$ cat src/rtl/wb_arb_intercon.sv
// wb_arb_intercon: two-master Wishbone arbiter with address decode and bus-error/timeout termination
module wb_arb_intercon #(
   parameter int DATA_WIDTH = 32,
   parameter int NUM_SLAVES = 4,
   parameter logic [NUM_SLAVES*32-1:0] SLAVE_ADDR = {(NUM_SLAVES*32){1'b1}},
   parameter logic [NUM_SLAVES*32-1:0] SLAVE_MASK = '0,
   parameter int TIMEOUT = 255
) (
   input  logic                          clk_i,
   input  logic                          rst_i,
   input  logic [31:0]                   wbm0_adr_i,
   input  logic [DATA_WIDTH-1:0]         wbm0_dat_i,
   input  logic [DATA_WIDTH/8-1:0]       wbm0_sel_i,
   input  logic                          wbm0_we_i,
   input  logic                          wbm0_cyc_i,
   input  logic                          wbm0_stb_i,
   output logic [DATA_WIDTH-1:0]         wbm0_dat_o,
   output logic                          wbm0_ack_o,
   output logic                          wbm0_err_o,
   input  logic [31:0]                   wbm1_adr_i,
   input  logic [DATA_WIDTH-1:0]         wbm1_dat_i,
   input  logic [DATA_WIDTH/8-1:0]       wbm1_sel_i,
   input  logic                          wbm1_we_i,
   input  logic                          wbm1_cyc_i,
   input  logic                          wbm1_stb_i,
   output logic [DATA_WIDTH-1:0]         wbm1_dat_o,
   output logic                          wbm1_ack_o,
   output logic                          wbm1_err_o,
   output logic [31:0]                   wbs_adr_o,
   output logic [DATA_WIDTH-1:0]         wbs_dat_o,
   output logic [DATA_WIDTH/8-1:0]       wbs_sel_o,
   output logic                          wbs_we_o,
   output logic [NUM_SLAVES-1:0]         wbs_cyc_o,
   output logic [NUM_SLAVES-1:0]         wbs_stb_o,
   input  logic [NUM_SLAVES*DATA_WIDTH-1:0] wbs_dat_i,
   input  logic [NUM_SLAVES-1:0]         wbs_ack_i
);
   typedef enum logic [1:0] {IDLE, BUSY, ERR} state_t;
   state_t state, state_n;
   logic grant, grant_n, last, last_n;
   logic [15:0] cnt, cnt_n;
   logic req0, req1, gcyc, gstb, hit, sack, busy, ack, to;
   logic [NUM_SLAVES-1:0] dec;
   logic [DATA_WIDTH-1:0] sdat, rdat;
   assign req0 = wbm0_cyc_i & wbm0_stb_i;
   assign req1 = wbm1_cyc_i & wbm1_stb_i;
   assign gcyc = grant ? wbm1_cyc_i : wbm0_cyc_i;
   assign gstb = grant ? wbm1_stb_i : wbm0_stb_i;
   assign wbs_adr_o = grant ? wbm1_adr_i : wbm0_adr_i;
   assign wbs_dat_o = grant ? wbm1_dat_i : wbm0_dat_i;
   assign wbs_sel_o = grant ? wbm1_sel_i : wbm0_sel_i;
   assign wbs_we_o = grant ? wbm1_we_i : wbm0_we_i;
   // descending scan so the lowest matching index is the one left standing
   always_comb begin
      dec = '0;
      hit = 1'b0;
      sack = 1'b0;
      sdat = '0;
      for (int k = NUM_SLAVES - 1; k >= 0; k--)
         if ((wbs_adr_o & SLAVE_MASK[k*32 +: 32]) == (SLAVE_ADDR[k*32 +: 32] & SLAVE_MASK[k*32 +: 32])) begin
            dec = '0;
            dec[k] = 1'b1;
            hit = 1'b1;
            sack = wbs_ack_i[k];
            sdat = wbs_dat_i[k*DATA_WIDTH +: DATA_WIDTH];
         end
   end
   assign busy = (state == BUSY) & gcyc & hit;
   assign ack = busy & gstb & sack;
   // an ack in the last allowed cycle wins over the timeout
   assign to = busy & gstb & ~sack & (cnt == 16'(TIMEOUT - 1));
   assign wbs_cyc_o = busy ? dec : '0;
   assign wbs_stb_o = (busy & gstb) ? dec : '0;
   assign rdat = busy ? sdat : '0;
   assign wbm0_ack_o = ack & ~grant;
   assign wbm1_ack_o = ack & grant;
   assign wbm0_err_o = (state == ERR) & ~grant;
   assign wbm1_err_o = (state == ERR) & grant;
   assign wbm0_dat_o = grant ? '0 : rdat;
   assign wbm1_dat_o = grant ? rdat : '0;
   always_comb begin
      state_n = state;
      grant_n = grant;
      last_n = last;
      cnt_n = '0;
      case (state)
         IDLE: if (req0 | req1) begin
            state_n = BUSY;
            grant_n = (req0 & req1) ? ~last : req1;
         end
         BUSY: if (!gcyc) begin
            state_n = IDLE;
            last_n = grant;
         end else if (gstb & (~hit | to)) state_n = ERR;
         else if (gstb & ~ack) cnt_n = cnt + 16'd1;
         default: begin
            state_n = gcyc ? BUSY : IDLE;
            last_n = gcyc ? last : grant;
         end
      endcase
   end
   always_ff @(posedge clk_i)
      if (!rst_i) begin
         state <= IDLE;
         grant <= 1'b0;
         last <= 1'b1;
         cnt <= '0;
      end else begin
         state <= state_n;
         grant <= grant_n;
         last <= last_n;
         cnt <= cnt_n;
      end
endmodule

$ cat config.mk
export PLATFORM = sky130hd
export DESIGN_NAME = wb_arb_intercon
export DESIGN_NICKNAME = d
export VERILOG_FILES = /design/src/rtl/wb_arb_intercon.sv
export SDC_FILE = /design/constraint.sdc
export NUM_CORES = 1
export LEC_CHECK = 0
export ABC_AREA = 0
export ABC_CLOCK_PERIOD_IN_PS = 4500
export BUFFER_PORTS_ARGS = -buffer_cell sky130_fd_sc_hd__buf_4
export CAP_MARGIN = 0
export CORE_AREA = 10 10 157 159
export CTS_BUF_LIST = sky130_fd_sc_hd__clkbuf_2 sky130_fd_sc_hd__clkbuf_4 sky130_fd_sc_hd__clkbuf_8
export DETAILED_ROUTE_END_ITERATION = 10
export DIE_AREA = 0 0 167 169
export HOLD_SLACK_MARGIN = 0.05
export PLACE_DENSITY = 0.45
export SLEW_MARGIN = 10
export SYNTH_ARGS = -nofsm -noshare
export SYNTH_HDL_FRONTEND = slang
export SYNTH_SLANG_ARGS = --single-unit
$ cat constraint.sdc
create_clock -name clk_i -period 4.5 [get_ports clk_i]
set_clock_uncertainty 0.2 [all_clocks]
set_input_delay 0.225 -clock clk_i [delete_from_list [all_inputs] [get_ports clk_i]]
set_output_delay 0.225 -clock clk_i [all_outputs]
set_load 0.01 [all_outputs]
# ---- Yosys cells after proc, flatten, opt, wreduce, memory -nomap -nowiden
# Index checks and enable logic that the tools add are counted.
dict set report totals {
  output_inout_bits 145
  wordCells 56
  reg_bits 20
  in_bits 276
}
dict set report op_classes {
  eq_ne 5
  n_bitwise 24
  reduce_logical 5
  addsub 1
  n_mux 17
}
# op n
set ops {}
lappend ops {{32-bit two-way mux} 5}
lappend ops {{16-bit by 1-bit adder with 16-bit output (second input constant)} 1}
lappend ops {{16-bit by 8-bit == test with 1-bit output (second input constant)} 1}
lappend ops {{1-bit AND} 14}
lappend ops {{1-bit inverter} 9}
lappend ops {{1-bit two-way mux} 7}
lappend ops {{2-bit two-way mux} 3}
lappend ops {{2-bit AND reduction} 3}
lappend ops {{5-bit OR reduction} 1}
lappend ops {{4-bit two-way mux} 1}
lappend ops {{2-bit one-hot mux with 2 select lines} 1}
lappend ops {{3-bit by 2-bit != test with 1-bit output (second input constant)} 1}
lappend ops {{2-bit by 1-bit == test with 1-bit output (second input constant)} 1}
lappend ops {{2-bit == test (second input constant)} 1}
lappend ops {{2-bit zero test} 1}
lappend ops {{2-bit != test (second input constant)} 1}
lappend ops {{1-bit OR} 1}

# ---- Longest topological paths before layout
dict set report depth {
  depth_word 9
  ltp_mapped 7
  mapped_depth_nobuf 6
}

# ---- Least setup slack after synthesis
# Ideal clock, no wire load.
dict set report synth_path {
  path_kind {register to output}
  startpoint {register grant}
  endpoint {output wbm1_dat_o[23]}
  required_ns 4.075
  t_arrival_ns 1.405
  stages_incl_launch_ff 5
  path_slack_ns 2.670
  n_path_buf 3
  cell_sequence {dfxtp_1 > clkbuf_1 > clkbuf_1 > clkbuf_1 > and3_1}
}
dict set report synth_between {
  elab_chain_len 4
}
# element line
set synth_lines {}
lappend synth_lines {{start, declared} 40} ;# logic grant, grant_n, last, last_n;
lappend synth_lines {{start signal, assigned} 110} ;# grant <= grant_n;
lappend synth_lines {{1-bit two-way mux} 47} ;# assign gcyc = grant ? wbm1_cyc_i : wbm0_cyc_i;
lappend synth_lines {{1-bit AND} 68} ;# assign busy = (state == BUSY) & gcyc & hit;
lappend synth_lines {{32-bit two-way mux} 74} ;# assign rdat = busy ? sdat : '0;
lappend synth_lines {{32-bit two-way mux *} 80} ;# assign wbm1_dat_o = grant ? rdat : '0;
lappend synth_lines {{end, declared} 26} ;# output logic [DATA_WIDTH-1:0] wbm1_dat_o,
# Mark *: on every way between the ends. The rest lies on a longest branch, timed or not.

# ---- Worst setup path in the final report
dict set report layout_path {
  startpoint {register grant}
  endpoint {output wbm0_ack_o}
}
dict set report layout_between {
  elab_chain_len 5
  elab_cells_between_ends 7
  classes_between {2 x mux; 5 x bitwise}
}
# element line
set layout_lines {}
lappend layout_lines {{1-bit two-way mux} 47}
lappend layout_lines {{1-bit AND} 68}
lappend layout_lines {{1-bit AND (2 in a row)} 69} ;# assign ack = busy & gstb & sack;
lappend layout_lines {{1-bit AND *} 75} ;# assign wbm0_ack_o = ack & ~grant;
lappend layout_lines {{end, declared} 18} ;# output logic wbm0_ack_o,
# Marks and branches as above.

==> flow_metrics.tcl <==
set metrics [dict create \
    finalMaxSlewViolations 0 \
    cts_sinks 20 \
    antenna_found_initial 0 \
    arrival_ps 2330 \
    fin_crit_ps 2759 \
    ioPinCount 421 \
    gp_congestion 0.7431 \
    final_common_cell "buf_4" \
    drt_iter0_markers 154 \
    portBuffers 315 \
    syn2layout_area_growth_pct 115.5 \
    power.density_nw_per_um2 149.6 \
    min_path_type "input port to flop" \
    synth_flop_cell "dfxtp_1" \
    yosysSeqAreaShare 0.1718 \
    synth_cell_types 37 \
    critPathKind "flop to output pin" \
    fmax_mhz 362.5 \
    num_vias 3148 \
    yosysWarningCount 0 \
    multi_input_area_um2 1798 \
    rrSetupSlack_ps 2050 \
    drive_gt1_frac 0.6910 \
    rr_endpoint "cnt[13]$_SDFF_PP0_" \
    wire_per_inst_um 21.15 \
    grt_pass1_vias 3321 \
    critPathLaunch "grant$_SDFFE_PN0P_" \
    grtUsageTotal 0.1155 \
    slew-limit-headroom 0.4947 \
    grt_pass1_wl_mm 24.78 \
    syn_avg_cell_area_um2 8.476 \
    worst-r2r-cell-count 4 \
    drv_cap 0 \
    grt_max_degree 57 \
    core_region_area_um2 21550 \
    period_share 0.6130 \
    overflow 0 \
    placedCellCount 851 \
    fin_tns_setup_ps 0 \
    firstDrtPassIters 4 \
    finalHoldViolations 0 \
    final_cell_mix "buf_4 (318), mux2_2 (70), and3_1 (35)" \
    antennaDiodeCount 0 \
    initial_core_util 0.1082 \
    detail-route-antenna-nets 0 \
    regArea_um2 404.1 \
    wl_mm 18.10 \
    p_leak_nw 2.487 \
    tightest_slew_ps 757.9 \
    cts_tree "done" \
    critPathRequiredTime_ps 4070 \
    fin_cells 856 \
    dp_hpwl_mm 16.09 \
    syn-cell-area_um2 2331 \
    clock_latency_ps 250 \
    syn_inst 275 \
    synthArstFlopShare 0 \
    drc 0 \
    cts-htree-levels 1 \
    die_area_um2 28220 \
    ctsLongestPathBuffers 2 \
    rows 54 \
    die_x_um 167 \
    clkTransAtPathRegs_ps 70 \
    numCtsBuffers 3 \
    ys_ff_latch 20 \
    nets 855 \
    die_h_um 169 \
    cts-root-buf "clkbuf_8" \
    rsz0062_at_grt "false" \
    cp-start-kind "flop" \
    avgViaCountPerCell 3.678 \
    r2r-start "grant$_SDFFE_PN0P_" \
    path_max_fanout 56 \
    ir_worst_vdd_uv 185.2 \
    nFillCells 2469 \
    crit_end "wbm0_ack_o" \
    status "finished clean" \
    worstSetupEndpointType "output pin" \
    finalSetupViolCount 0 \
    synth-edff-count 0 \
]
==> synthesized netlist by cell type (4+ instances only) <==
library cell	count	area [µm²]
buf_2	7	35.03
nand4_1	5	31.28
and2_1	33	206.5
nand3_1	9	45.04
xnor2_1	4	35.03
buf_4	7	52.55
nand2_1	8	30.03
xor2_1	7	61.31
nor2_1	16	60.06
and3_1	35	219.0
clkbuf_1	12	45.04
mux2_2	70	788.3
dfxtp_1	20	400.4
nor4_1	4	25.02
a21oi_1	4	20.02
inv_1	5	18.77
==> worst max-delay path, cell delays in order (launching register included) <==
cell and delay, ps:
dfxtp_4 820, mux2i_1 310, nor4_4 480, inv_1 110, nor3_1 190, buf_4 170
==> worst min path at each step <==
stage / startpoint / end / slack, ps / cells past startpoint
after floorplan: rst_i / last$_SDFFE_PN1P_ / 90 / 1
after global placement: rst_i / last$_SDFFE_PN1P_ / 240 / 2
after detailed placement: rst_i / last$_SDFFE_PN1P_ / 250 / 2
after CTS: wbm0_stb_i / grant$_SDFFE_PN0P_ / 140 / 3
after global routing: wbm1_cyc_i / last$_SDFFE_PN1P_ / 150 / 4
final: wbm0_stb_i / grant$_SDFFE_PN0P_ / 140 / 3
==> repair_timing <==
item                                   4_1_cts  5_1_grt
setup buffers                                0        0
hold buffers                                 1        0
endpoints found under the hold margin        1        0
gates resized for setup                      0        0
==> report_power, final <==
| group | leakage [nW] | switching (mW) | internal, mW |
|---|---|---|---|
| Combinational | 2.30 | 0.178 | 0.244 |
| Sequential | 0.162 | 0.0144 | 0.180 |
| Clock | 0.0288 | 0.0578 | 0.0778 |
| Total | 2.49 | 0.250 | 0.501 |
==> layout make-up <==
class,count,share of cell area
Timing Repair Buffer,319,0.4772
Clock buffer,4,0.01096
Inverter,5,0.003736
Tap cell,280,0.06974
Multi-Input combinational cell,228,0.3579
Sequential cell,20,0.08045
==> flip-flops by register name, summed over array words and instances, names as in the netlist <==
| signal | count |
|---|---|
| state | 2 |
| cnt | 16 |
| grant | 1 |
| last | 1 |
==> through the flow <==
| step | setup slack [ps] | power, mW | hold slack, ps | area [µm²] | util |
|---|---|---|---|---|---|
| 6_report | 1741 | 0.7514 | 143.3 | 5024 | 0.2331 |
| 5_1_grt | 1529 | 0.7979 | 151.2 | 5024 | 0.2331 |
| 4_1_cts | 1687 | 0.7681 | 142.6 | 5024 | 0.2331 |
| 3_5_place_dp | 1979 | 0.6302 | 245.1 | 4959 | 0.2301 |
| 3_3_place_gp | 1895 | 0.6303 | 237.4 | 4959 | 0.2301 |
| 2_1_floorplan | 2670 | 0.3449 | 86.94 | 2350 | - |
==> kinds of logic (layout without fill, tap and decap cells) <==
kind of cell,count (synthesis),after routing,share of synthesized area
adders and majority gates,2,2,0.01073
other,1,6,0.001609
AOI/OAI and AO/OA,14,14,0.04778
xor gates and xnor gates,11,11,0.04133
and+or+nand+nor,123,123,0.3103
buffers and inverters,32,328,0.06978
muxes,72,72,0.3468
DFF,20,20,0.1718
==> routing by layer <==
metal	vias to the layer above	share of wire	GRT usage
met5	-	0	0
met3	0	0.093	0.04284
met4	0	0	0.003436
met2	159	0.46	0.1874
li1	1568	-	-
met1	1421	0.45	0.1504
Power figures use the tool's default switching activity.
